$ cat config.mk
export PLATFORM = sky130hd
export DESIGN_NAME = alu_arbiter_flat
export DESIGN_NICKNAME = d
export VERILOG_FILES = /design/src/rtl/alu_arbiter_if.sv /design/src/rtl/alu_arbiter.sv /design/src/flat_wrapper.sv
export SDC_FILE = /design/constraint.sdc
export NUM_CORES = 1
export LEC_CHECK = 0
export ABC_CLOCK_PERIOD_IN_PS = 2400
export BUFFER_PORTS_ARGS = -buffer_cell sky130_fd_sc_hd__buf_2
export CAP_MARGIN = 0
export CELL_PAD_IN_SITES_DETAIL_PLACEMENT = 0
export CELL_PAD_IN_SITES_GLOBAL_PLACEMENT = 2
export CORE_MARGIN = 2
export CORE_UTILIZATION = 24
export DETAILED_ROUTE_END_ITERATION = 8
export GPL_TIMING_DRIVEN = 0
export PLACE_DENSITY = 0.95
export SLEW_MARGIN = 20
export SYNTH_ARGS = -nofsm -noshare
export SYNTH_HDL_FRONTEND = slang
export SYNTH_SLANG_ARGS = --single-unit
$ cat constraint.sdc
create_clock -name clock -period 2.4 [get_ports clock]
set_input_delay 0.48 -clock clock [delete_from_list [all_inputs] [get_ports clock]]
set_output_delay 0.48 -clock clock [all_outputs]
set_load 0.05 [all_outputs]
$ cat src/rtl/alu_arbiter_if.sv
// alu_arbiter_if: requester, shared-ALU and status signals of alu_arbiter.
// slave is the arbiter side, master the requester/ALU side.
interface alu_arbiter_if #(
    parameter int DATA_W = 32,
    parameter int OP_W   = 5,
    parameter int SH_W   = 5
);
    logic              req0;
    logic              req1;
    logic [OP_W-1:0]   op0;
    logic [OP_W-1:0]   op1;
    logic [SH_W-1:0]   shamt0;
    logic [SH_W-1:0]   shamt1;
    logic [DATA_W-1:0] a0;
    logic [DATA_W-1:0] b0;
    logic [DATA_W-1:0] a1;
    logic [DATA_W-1:0] b1;
    logic [OP_W-1:0]   alu_opcode;
    logic [SH_W-1:0]   alu_shamt;
    logic [DATA_W-1:0] alu_a;
    logic [DATA_W-1:0] alu_b;
    logic [DATA_W-1:0] alu_result;
    logic              alu_ovf;
    logic              done0;
    logic              done1;
    logic [DATA_W-1:0] result;
    logic              ovf;
    logic              busy;
    logic [15:0]       gnt_cnt0;
    logic [15:0]       gnt_cnt1;

    modport slave (
        input  req0, req1, op0, op1, shamt0, shamt1,
        input  a0, b0, a1, b1, alu_result, alu_ovf,
        output alu_opcode, alu_shamt, alu_a, alu_b,
        output done0, done1, result, ovf, busy,
        output gnt_cnt0, gnt_cnt1
    );

    modport master (
        output req0, req1, op0, op1, shamt0, shamt1,
        output a0, b0, a1, b1, alu_result, alu_ovf,
        input  alu_opcode, alu_shamt, alu_a, alu_b,
        input  done0, done1, result, ovf, busy,
        input  gnt_cnt0, gnt_cnt1
    );
endinterface

$ cat src/rtl/alu_arbiter.sv
// alu_arbiter: round-robin share of one ALU between two requesters.
// Define ALU_ARB_COUNT_EN to build the saturating per-requester grant counters.
module alu_arbiter #(
    parameter int DATA_W = 32,
    parameter int OP_W   = 5,
    parameter int SH_W   = 5
) (
    input logic           clock,
    input logic           reset,
    alu_arbiter_if.slave  bus
);
    typedef enum logic [1:0] {IDLE, ISSUE, RESP} state_t;

    state_t            state, state_n;
    logic              prio, prio_n;
    logic              win, win_n;
    logic              pick;
    logic [OP_W-1:0]   opcode_q, opcode_n;
    logic [SH_W-1:0]   shamt_q, shamt_n;
    logic [DATA_W-1:0] a_q, a_n;
    logic [DATA_W-1:0] b_q, b_n;
    logic [DATA_W-1:0] result_q, result_n;
    logic              ovf_q, ovf_n;
    logic              done0_q, done0_n;
    logic              done1_q, done1_n;
    logic              busy_q, busy_n;

    // lone request wins outright; contention goes to the pointer
    assign pick = (bus.req0 && bus.req1) ? prio : bus.req1;

    // next state and next value of every registered output
    always_comb begin
        state_n  = state;
        prio_n   = prio;
        win_n    = win;
        opcode_n = opcode_q;
        shamt_n  = shamt_q;
        a_n      = a_q;
        b_n      = b_q;
        result_n = result_q;
        ovf_n    = ovf_q;
        done0_n  = 1'b0;
        done1_n  = 1'b0;
        busy_n   = busy_q;
        unique case (state)
            IDLE: begin
                if (bus.req0 || bus.req1) begin
                    win_n    = pick;
                    prio_n   = ~pick;
                    opcode_n = pick ? bus.op1 : bus.op0;
                    shamt_n  = pick ? bus.shamt1 : bus.shamt0;
                    a_n      = pick ? bus.a1 : bus.a0;
                    b_n      = pick ? bus.b1 : bus.b0;
                    busy_n   = 1'b1;
                    state_n  = ISSUE;
                end
            end
            ISSUE: begin
                result_n = bus.alu_result;
                ovf_n    = bus.alu_ovf;
                done0_n  = ~win;
                done1_n  = win;
                busy_n   = 1'b1;
                state_n  = RESP;
            end
            RESP: begin
                busy_n  = 1'b0;
                state_n = IDLE;
            end
            default: begin
                busy_n  = 1'b0;
                state_n = IDLE;
            end
        endcase
    end

    // state and output registers; reset abandons any in-flight op
    always_ff @(posedge clock) begin
        if (reset) begin
            state    <= IDLE;
            prio     <= 1'b0;
            win      <= 1'b0;
            opcode_q <= '0;
            shamt_q  <= '0;
            a_q      <= '0;
            b_q      <= '0;
            result_q <= '0;
            ovf_q    <= 1'b0;
            done0_q  <= 1'b0;
            done1_q  <= 1'b0;
            busy_q   <= 1'b0;
        end else begin
            state    <= state_n;
            prio     <= prio_n;
            win      <= win_n;
            opcode_q <= opcode_n;
            shamt_q  <= shamt_n;
            a_q      <= a_n;
            b_q      <= b_n;
            result_q <= result_n;
            ovf_q    <= ovf_n;
            done0_q  <= done0_n;
            done1_q  <= done1_n;
            busy_q   <= busy_n;
        end
    end

    assign bus.alu_opcode = opcode_q;
    assign bus.alu_shamt  = shamt_q;
    assign bus.alu_a      = a_q;
    assign bus.alu_b      = b_q;
    assign bus.result     = result_q;
    assign bus.ovf        = ovf_q;
    assign bus.done0      = done0_q;
    assign bus.done1      = done1_q;
    assign bus.busy       = busy_q;

`ifdef ALU_ARB_COUNT_EN
    logic        grant;
    logic [15:0] cnt0, cnt1;

    assign grant = (state == IDLE) && (bus.req0 || bus.req1);

    // count grants on the IDLE->ISSUE edge, holding at all-ones
    always_ff @(posedge clock) begin
        if (reset) begin
            cnt0 <= '0;
            cnt1 <= '0;
        end else if (grant) begin
            if (!pick && cnt0 != 16'hFFFF) cnt0 <= cnt0 + 16'd1;
            if (pick && cnt1 != 16'hFFFF)  cnt1 <= cnt1 + 16'd1;
        end
    end

    assign bus.gnt_cnt0 = cnt0;
    assign bus.gnt_cnt1 = cnt1;
`else
    assign bus.gnt_cnt0 = '0;
    assign bus.gnt_cnt1 = '0;
`endif
endmodule
$ cat src/flat_wrapper.sv
// flat-port wrapper written by rule: the top's interface ports become plain ports
module alu_arbiter_flat 
#(
    parameter int DATA_W = 32,
    parameter int OP_W   = 5,
    parameter int SH_W   = 5
)
  (clock, reset, bus_req0, bus_req1, bus_op0, bus_op1, bus_shamt0, bus_shamt1, bus_a0, bus_b0, bus_a1, bus_b1, bus_alu_result, bus_alu_ovf, bus_alu_opcode, bus_alu_shamt, bus_alu_a, bus_alu_b, bus_done0, bus_done1, bus_result, bus_ovf, bus_busy, bus_gnt_cnt0, bus_gnt_cnt1);
  alu_arbiter_if #(.DATA_W(DATA_W), .OP_W(OP_W), .SH_W(SH_W)) bus_i ();
  input logic clock;
  input logic reset;
  input wire logic [$bits(bus_i.req0)-1:0] bus_req0;
  input wire logic [$bits(bus_i.req1)-1:0] bus_req1;
  input wire logic [$bits(bus_i.op0)-1:0] bus_op0;
  input wire logic [$bits(bus_i.op1)-1:0] bus_op1;
  input wire logic [$bits(bus_i.shamt0)-1:0] bus_shamt0;
  input wire logic [$bits(bus_i.shamt1)-1:0] bus_shamt1;
  input wire logic [$bits(bus_i.a0)-1:0] bus_a0;
  input wire logic [$bits(bus_i.b0)-1:0] bus_b0;
  input wire logic [$bits(bus_i.a1)-1:0] bus_a1;
  input wire logic [$bits(bus_i.b1)-1:0] bus_b1;
  input wire logic [$bits(bus_i.alu_result)-1:0] bus_alu_result;
  input wire logic [$bits(bus_i.alu_ovf)-1:0] bus_alu_ovf;
  output wire logic [$bits(bus_i.alu_opcode)-1:0] bus_alu_opcode;
  output wire logic [$bits(bus_i.alu_shamt)-1:0] bus_alu_shamt;
  output wire logic [$bits(bus_i.alu_a)-1:0] bus_alu_a;
  output wire logic [$bits(bus_i.alu_b)-1:0] bus_alu_b;
  output wire logic [$bits(bus_i.done0)-1:0] bus_done0;
  output wire logic [$bits(bus_i.done1)-1:0] bus_done1;
  output wire logic [$bits(bus_i.result)-1:0] bus_result;
  output wire logic [$bits(bus_i.ovf)-1:0] bus_ovf;
  output wire logic [$bits(bus_i.busy)-1:0] bus_busy;
  output wire logic [$bits(bus_i.gnt_cnt0)-1:0] bus_gnt_cnt0;
  output wire logic [$bits(bus_i.gnt_cnt1)-1:0] bus_gnt_cnt1;
  assign bus_i.req0 = bus_req0;
  assign bus_i.req1 = bus_req1;
  assign bus_i.op0 = bus_op0;
  assign bus_i.op1 = bus_op1;
  assign bus_i.shamt0 = bus_shamt0;
  assign bus_i.shamt1 = bus_shamt1;
  assign bus_i.a0 = bus_a0;
  assign bus_i.b0 = bus_b0;
  assign bus_i.a1 = bus_a1;
  assign bus_i.b1 = bus_b1;
  assign bus_i.alu_result = bus_alu_result;
  assign bus_i.alu_ovf = bus_alu_ovf;
  assign bus_alu_opcode = bus_i.alu_opcode;
  assign bus_alu_shamt = bus_i.alu_shamt;
  assign bus_alu_a = bus_i.alu_a;
  assign bus_alu_b = bus_i.alu_b;
  assign bus_done0 = bus_i.done0;
  assign bus_done1 = bus_i.done1;
  assign bus_result = bus_i.result;
  assign bus_ovf = bus_i.ovf;
  assign bus_busy = bus_i.busy;
  assign bus_gnt_cnt0 = bus_i.gnt_cnt0;
  assign bus_gnt_cnt1 = bus_i.gnt_cnt1;
  alu_arbiter #(.DATA_W(DATA_W), .OP_W(OP_W), .SH_W(SH_W)) u_core (.clock(clock), .reset(reset), .bus(bus_i));
endmodule
==> results.txt <==
----------------------------------------------------
[Route]
  Count of nets left with antenna violations after detail routing ... 0
  Total detailed-routing wirelength ... 21300 um
  Initial DRC count ... ~300
  Vias per inst ... about 4.8
  Routed vias ... between 6000 and 7000
  First drt pass iteration count ... 4
  Wire length per cell after detailed routing ... approximately 17 um
  # DRC ... 0

[Timing]
  RSZ-0062 raised after global routing ... false
  Share of the clock period used by the worst path after layout ... between 60% and 70%
  Post-route clock skew ... between 0.01 and 0.015 ns
  Rel. slew slack ... approximately 45%
  Aggregate negative setup slack ... 0 ns
  Min Tclk post-route ... around 1.6 ns
  Number of max-slew violations in the final report ... 0
  Worst Hold Margin ... slightly below 0.3 ns
  Final setup violating endpoints ... 0
  Count of final hold-check violations ... 0
  FMAX ... 607 MHz
  Worst-margin pin slew ... about 0.83 ns

[Final layout]
  Ratio of cells with drive above 1 in the final layout ... between 40 and 50%
  Number of nets in the layout ... about 1200
  Area used by sequential logic in the layout ... about 2300 um2
  Area grow syn2layout ... 49.0%
  Number of filler cells placed in the layout ... around 2400
  Final cell area excluding filler cells ... 7790 um2
  Combined area of the multi-input logic cells ... around 2400 um2

[Worst hold path]
  Number of instances on the worst hold path ... 3
  Min-Delay Endpoint ... u_core.bus.result[31]
  Hold Crit Start ... bus_alu_result[31]
  Type of the tightest min-delay check ... in2reg

[Floorplan]
  Starting density of the core ... between 20% and 30%
  Total number of placement rows ... 54
  Core Region ... ~22000 um2
  I/O pin cnt ... 327
  Die Ht ... ~150 um
  Die boundary width ... between 150 and 200 um
  Die Area ... about 23000 um2

[Power and ir drop]
  Share of total power in combinational logic ... 27.8%
  Total design power ... between 6000 and 7000 uW
  Switching component of the power ... 2480 uW
  Clock share of power ... approximately two fifths
  Cell Pwr Density ... 878 nW/um2
  Static leakage ... around 0.0036 uW
  Cell-internal power ... between 4000 and 5000 uW
  IR drop worst, VDD ... roughly 0.43 mV
  Switching part of the total power ... a little over a third
  Flop pwr share ... between 30% and 40%

[Clocking]
  H-Tree Depth ... 4
  Clock Tree Root ... clkbuf_16
  Clock transition at the register clock pins on the worst setup and hold paths after CTS ... about 0.060 ns
  Number of clock buffers inserted by TritonCTS ... 17
  # hold bufs at CTS ... 0
  Clk Latency, worst-skew pair ... ~0.42 ns
  TritonCTS clock tree ... built
  Maximum buffer depth of the clock tree ... 2
  Number of gates resized after CTS ... 0
  Number of sinks on the clock net ... roughly 110
  Post-CTS setup buffer count ... 0

[Run]
  Number of maximum-capacitance constraint violations ... 0

[Placement]
  Final weighted congestion of routability-driven global placement ... 0.773
  Area after detailed placement ... around 7200 um2
  Detailed-placement wirelength estimate ... between 15000 and 20000 um
  Buffers on Ports ... about 290

[Worst setup path]
  Delay of the slowest critical-path stage ... around 0.66 ns
  Kind of launch point of the worst setup path ... input port
  Peak fanout along the critical path ... 10
  Worst-path cell with the longest stage delay ... clkbuf_1
  Category of the worst setup path capture point ... register
  Origin of the critical flop-to-flop path ... u_core.state[1]
  Reg-to-reg critical path endpoint ... u_core.bus.alu_b[5]
  Most Frequent Cell on Critical Path ... clkbuf_1
  Worst-case reg-to-reg path depth ... 5
  Critical path class ... in2reg
  Sequence of cells on the critical path ... clkbuf_1, clkbuf_1, clkbuf_1, a311oi_1
  Worst reg2reg setup slack ... between 0.7 and 0.8 ns
  WP data required ... 2.68 ns
  Worst EP arrival ... 1.92 ns

[Synthesis]
  Fraction of synthesis flops using an asynchronous set or reset pin ... 0%
  Share of the synthesized area in the top cell type ... 43.6%
  Most used flip-flop cell after synthesis ... dfxtp_1
  Fraction of the yosys area taken by sequential cells ... a little over two fifths
  Total of warnings raised by yosys ... 0
  Largest area contributor in the synthesized netlist ... dfxtp_1
  Flip-flop and latch count after synthesis ... around 110
  Average footprint of a synthesized cell ... roughly 8 um2
  Cell area after synthesis ... about 5200 um2
  Cell variety after synth ... 23
  Number of enable-type register cells in the synthesized netlist ... 0
  Number of instances in the synthesized netlist ... ~640
  Area contributors post-synth ... dfxtp_1 (44%), a311oi_1 (12%), a21oi_1 (10%), nand3_1 (7.2%), o21ai_0 (6.4%)

[Global routing]
  Antenna violations before repair ... 1
  Wire length of the first global-routing pass ... around 30000 um
  Vias in the first global route ... 5699
  Largest net degree at the start of global routing ... 17
  Grt ovf ... 0
  GR Util All Layers ... between 10% and 20%

[Run status]
  Run status ... finished, final reports clean

----------------------------------------------------
==> flip-flops by register name, indices dropped and copies added (netlist names) <==
name,count
u_core.bus.alu_a,32
u_core.bus.alu_b,32
u_core.bus.alu_opcode,5
u_core.bus.alu_shamt,5
u_core.bus.busy,1
u_core.bus.done0,1
u_core.bus.done1,1
u_core.bus.ovf,1
u_core.bus.result,32
u_core.prio,1
u_core.state,2
u_core.win,1
==> cell type report <==
| cell class | count | area share [%] |
|---|---|---|
| antenna | 1 | 0.0321 |
| inverter | 1 | 0.0482 |
| timing repair buffer | 292 | 18.7 |
| tap | 280 | 4.49 |
| buffer | 110 | 8.46 |
| sequential | 114 | 29.3 |
| clock inverter | 15 | 2.65 |
| clock buffer | 17 | 5.46 |
| multi-input combinational | 448 | 30.8 |
==> Yosys cell counts, drive strengths merged, types with 2 or more instances <==
cell,number
a21oi,109
a311oi,74
buf,82
clkbuf,28
dfxtp,114
nand2,67
nand2b,2
nand3,75
nor2,4
nor3,4
o21ai,76
or2,2
==> worst max-delay path by stage <==
stage / from / slack (ns) / cells past startpoint / endpoint
floorplan: bus_req1 / 0.93 / 6 / u_core.bus.alu_b[29]
CTS: reset / 0.72 / 4 / u_core.bus.result[1]
finish: reset / 0.75 / 4 / u_core.bus.alu_b[25]
global route: u_core.state[1] / 0.65 / 5 / u_core.bus.alu_a[2]
global placement: reset / 0.34 / 4 / u_core.bus.ovf
detailed placement: reset / 0.28 / 4 / u_core.bus.result[1]
==> power by group through the flow <==
stage / Combinational (uW) / Sequential [uW] / Clock (uW)
detailed placement: 1910 / 2220 / 0
global placement: 1910 / 2220 / 0
floorplan: 719 / 2850 / 0
CTS: 1910 / 2180 / 2790
finish: 1900 / 2180 / 2760
global route: 2030 / 2210 / 2890
==> cells in the final DEF (no fill, tap or decap), drive strengths merged <==
master and n:
conb 32, inv 4, or2 2, clkinv 7
bufinv 4, clkinvlp 1, a21oi 109, buf 374
nand2b 2, nor3 4, nor2 4, and2 1
a311oi 74, diode 1, clkbuf 45, dfxtp 114
nand3 75, nor2b 1, and2b 1, o21ai 76
nand2 67
==> critical path, delay by kind of cell <==
| kind | cells | cell delay, ns |
|---|---|---|
| compound gates | 1 | 0.09 |
| buf+inv | 3 | 1.34 |
==> layer usage <==
metal	GRT usage (%)	vias up	share of wire [%]
li1	-	2988	-
met1	21.0	2849	41
met2	30.0	271	49
met3	5.30	17	9.4
met4	4.58	0	1.0
met5	0	-	0
==> cells by family (layout without fill, tap and decap cells) <==
| kind of cell | after synthesis | in the layout | share of synthesized area (%) |
|---|---|---|---|
| AO/OA/AOI/OAI | 259 | 259 | 30.1 |
| AND/OR/NAND/NOR | 157 | 157 | 13.6 |
| other | 1 | 33 | 0.0717 |
| buffers and inverters | 111 | 435 | 12.7 |
| flip-flops | 114 | 114 | 43.6 |
==> stage by stage <==
step | util (%) | setup WS, ns | instances
6_report | 36.1 | 0.753 | 1278
5_1_grt | 36.1 | 0.653 | 1278
4_1_cts | 36.0 | 0.721 | 1277
3_5_place_dp | 33.1 | 0.278 | 1245
3_3_place_gp | 33.1 | 0.341 | 1245
2_1_floorplan | - | 0.935 | 673
Power figures use the tool's default switching activity.
